## src/rtl/light_sensor.sv

```systemverilog
// light_sensor: two-flop synchronizer, consecutive-sample debounce and edge pulses for a sensor DO pin.
// Define LIGHT_SENSOR_COUNT_EN to add event_count, a saturating count of light_rise events.
module light_sensor #(
  parameter int DEBOUNCE_CYCLES = 2,
  parameter bit DO_ACTIVE_HIGH  = 1'b1,
  parameter int COUNT_W         = 16
) (
  input  logic               clk,
  input  logic               rst,
  input  logic               DO,
  output logic               light_detected,
  output logic               light_rise,
  output logic               light_fall
`ifdef LIGHT_SENSOR_COUNT_EN
  ,
  output logic [COUNT_W-1:0] event_count
`endif
);

  localparam int               CNT_W    = $clog2(DEBOUNCE_CYCLES + 1);
  localparam logic [CNT_W-1:0] CNT_LAST = CNT_W'(DEBOUNCE_CYCLES - 1);

  if (DEBOUNCE_CYCLES < 1 || DEBOUNCE_CYCLES > 255) begin : g_bad_debounce
    $error("light_sensor: DEBOUNCE_CYCLES must be within 1..255");
  end
  if (COUNT_W < 1) begin : g_bad_count_w
    $error("light_sensor: COUNT_W must be at least 1");
  end

  logic             s1;
  logic             s2;
  logic             sample;
  logic [CNT_W-1:0] db_cnt;
  logic [CNT_W-1:0] cnt_next;
  logic             ld_next;
  logic             rise_next;
  logic             fall_next;

  always_ff @(posedge clk or negedge rst) begin
    if (!rst) begin
      s1 <= 1'b0;
      s2 <= 1'b0;
    end else begin
      s1 <= DO;
      s2 <= s1;
    end
  end

  assign sample = DO_ACTIVE_HIGH ? s2 : ~s2;

  // Any sample agreeing with the current output restarts the run.
  always_comb begin
    ld_next  = light_detected;
    cnt_next = '0;
    if (sample != light_detected) begin
      if (db_cnt == CNT_LAST) begin
        ld_next = sample;
      end else begin
        cnt_next = db_cnt + 1'b1;
      end
    end
  end

  assign rise_next = ld_next & ~light_detected;
  assign fall_next = ~ld_next & light_detected;

  always_ff @(posedge clk or negedge rst) begin
    if (!rst) begin
      db_cnt         <= '0;
      light_detected <= 1'b0;
      light_rise     <= 1'b0;
      light_fall     <= 1'b0;
    end else begin
      db_cnt         <= cnt_next;
      light_detected <= ld_next;
      light_rise     <= rise_next;
      light_fall     <= fall_next;
    end
  end

`ifdef LIGHT_SENSOR_COUNT_EN
  // Counts on the same edge that raises light_rise; holds at all-ones.
  always_ff @(posedge clk or negedge rst) begin
    if (!rst) begin
      event_count <= '0;
    end else if (rise_next && (event_count != '1)) begin
      event_count <= event_count + 1'b1;
    end
  end
`endif

endmodule

```

## config.mk

```make
export PLATFORM = sky130hd
export DESIGN_NAME = light_sensor
export DESIGN_NICKNAME = d
export VERILOG_FILES = /design/src/rtl/light_sensor.sv
export SDC_FILE = /design/constraint.sdc
export NUM_CORES = 1
export LEC_CHECK = 0
export CAP_MARGIN = 0
export CORE_AREA = 3 3 40 42
export CTS_CLUSTER_SIZE = 24
export DETAILED_ROUTE_END_ITERATION = 8
export DIE_AREA = 0 0 43 45
export GPL_ROUTABILITY_DRIVEN = 1
export SETUP_SLACK_MARGIN = 0.3
export SLEW_MARGIN = 20
export SYNTH_ARGS = -nofsm -noshare
export SYNTH_HDL_FRONTEND = slang
export SYNTH_SLANG_ARGS = --single-unit
```

## constraint.sdc

```tcl
create_clock -name clk -period 2.67 [get_ports clk]
set_input_delay 0.4005 -clock clk [delete_from_list [all_inputs] [get_ports clk]]
set_output_delay 0.4005 -clock clk [all_outputs]
set_load 0.03 [all_outputs]
```

==> flow_summary.json <==
{
  "place_congestion": 0.528,
  "vias": 139,
  "fin_setup_tns_ns": 0,
  "internal_power_w": 0.000242,
  "via_per_inst": 3.66,
  "timing_worst_setup_path_type": "flip-flop to primary output",
  "post_cts_buffers": 0,
  "yosysTopAreaCellShare_pct": 73.3,
  "power_density_mw_per_mm2": 1060,
  "finalWirelength_um": 331,
  "grt_pass1_vias": 136,
  "clock_power_share_pct": 26.2,
  "clkTransAtPathRegs_ns": 0.05,
  "switching_share_pct": 31.3,
  "critPathSlowestCell": "clkdlybuf4s50_1",
  "final_layout_size_suffix_gt1_share_pct": 21.7,
  "finalCritPeriodShare_pct": 65.8,
  "fp.dieH_um": 45,
  "clock_latency_ns": 0.25,
  "slew_headroom_pct": 79.6,
  "portBuffers": 5,
  "synth_cell_types": 6,
  "ant_nets": 0,
  "p_comb_share_pct": 31.0,
  "postCtsHoldBufs": 0,
  "grtUsageMet2_pct": 5.69,
  "netlist_instances": 14,
  "tightest_slew_ns": 0.305,
  "dpl.cell_count": 34,
  "row_count": 13,
  "area_growth_pct": 39.8,
  "cp_max_fo": 5,
  "antenna_cells": 0,
  "power_w": 0.000353,
  "r2r_cells": 2,
  "crit_family": "buffers and inverters",
  "ys_seq_area_share_pct": 73.3,
  "cts_made_buffers": 3,
  "grt_pass1_wl_um": 586,
  "use_met3_pct": 5.98,
  "leakagePower_nw": 0.142,
  "first_iter_violations": 1,
  "pin_count": 6,
  "fin_nets": 27,
  "clk_path_buf_depth": 2,
  "setup_viol": 0,
  "fmax_ghz": 0.569,
  "maxCapViolCount": 0,
  "ys_warn_count": 0,
  "drt_first_pass_iters": 2,
  "die_area_mm2": 0.00194,
  "final_max_slew_viol_count": 0,
  "fp.dieW_um": 43,
  "peakVddDrop_uv": 362,
  "cpPeakStageDelay_ns": 0.70,
  "coreArea_mm2": 0.00128,
  "synth_area_leader_cell": "dfrtp_1",
  "htreeDepth": 1,
  "synth.net_count": 17,
  "netSwitchingPower_w": 0.000110,
  "grt_setup_unrepaired": "no",
  "cts_tree": "built",
  "grt_start_max_net_pins": 8,
  "ys_ff_latch": 7,
  "start_util_pct": 18.6,
  "finalHoldViolCount": 0,
  "worst-path-stages": 1,
  "grt.busiest_layer": "met3",
  "post_cts_resized": 0,
  "end_kind": "primary output",
  "whs_path_depth": 0,
  "groute.layer.met1.usage_pct": 4.96,
  "cp.arrival_ns": 1.36,
  "drc": 0,
  "skew_ns": 0.00531,
  "dp_hpwl_um": 255,
  "root_buffer": "clkbuf_4",
  "gr-total-overflow": 0,
  "wire_per_inst_um": 8.71,
  "synthTopCellsByArea": "dfrtp_1, nor3b_1, mux2_4",
  "final_cell_count_no_fill": 38,
  "syn_area_um2": 239,
  "path_cells": "clkdlybuf4s50_1",
  "grt_usage_pct": 4.79,
  "start_kind": "flip-flop",
  "min_path_type": "flip-flop to flip-flop",
  "pwr-share-seq_pct": 42.8,
  "post-route-min-period_ns": 1.76,
  "grt_antenna_before_repair": 0,
  "cp.required_ns": 2.27,
  "critPathBufInv": 1,
  "avgSynthCellArea_um2": 17.1,
  "clock_sinks": 7,
  "status": "completed"
}
-- synthesized netlist by cell type --
cell      number
dfrtp_1        7
nand2b_4       1
nor2_1         1
nor3b_1        3
mux2_4         1
xnor2_1        1
-- layer usage --
metal  up-vias  part of all wire, %
li1         64                    -
met1        67                   42
met2         8                   45
met3         0                   12
met4         0                    0
met5         -                    0
-- flip-flops by register name (all words and copies together) (netlist names) --
| name | flops |
|---|---|
| db_cnt | 2 |
| light_detected | 1 |
| light_fall | 1 |
| light_rise | 1 |
| s1 | 1 |
| s2 | 1 |
-- power groups by stage --
stage	logic, W	registers, W	clock network [W]
floorplan	0.0000436	0.000179	0
global placement	0.000110	0.000150	0
detailed placement	0.000111	0.000153	0
CTS	0.000111	0.000152	0.0000983
global route	0.000116	0.000155	0.000103
finish	0.000109	0.000151	0.0000924
-- cells in the final DEF (no fill, tap or decap) --
master           Yosys  layout
clkbuf_4             0       3
mux2_4               1       1
nand2b_4             1       1
nor2_1               1       1
xnor2_1              1       1
clkbuf_1             0       1
nor3b_1              3       3
clkdlybuf4s50_1      0       5
dfrtp_1              7       7
-- per-stage QoR --
step	area, um^2	hold slack [ns]	setup slack, ns	util [%]
final	334	0.338	0.913	26.0
after global routing	334	0.351	0.870	26.0
after global placement	308	0.333	1.20	24.0
after detailed placement	308	0.335	1.17	24.0
after CTS	334	0.341	0.894	26.0
after floorplan	239	0.105	1.73	-
-- cell families after synthesis --
family	after synthesis	share of synthesized area, %
XOR/XNOR	1	3.67
flip-flops	7	73.3
multiplexers	1	6.28
AND/OR/NAND/NOR	5	16.8
-- path summary, 6_finish.rpt --
path / startpoint / end / slack (ns)
setup / recovery: light_detected / light_detected / 0.91
hold / removal: s1 / s2 / 0.34
setup reg to reg: db_cnt[1] / light_detected / 1.76
hold reg to reg: s1 / s2 / 0.34
max in group asynchronous: rst / s1 / 2.03
min in group asynchronous: rst / s2 / 0.40
-- layout make-up --
type / instances / area (um^2)
multi-input cells: 7 / 63.8
flip-flops and latches: 7 / 175
fillers: 130 / 951
repair buffers: 5 / 50.0
clock buffers: 4 / 26.3
well taps: 15 / 18.8
Note: power is estimated with default switching activity, not from simulation.
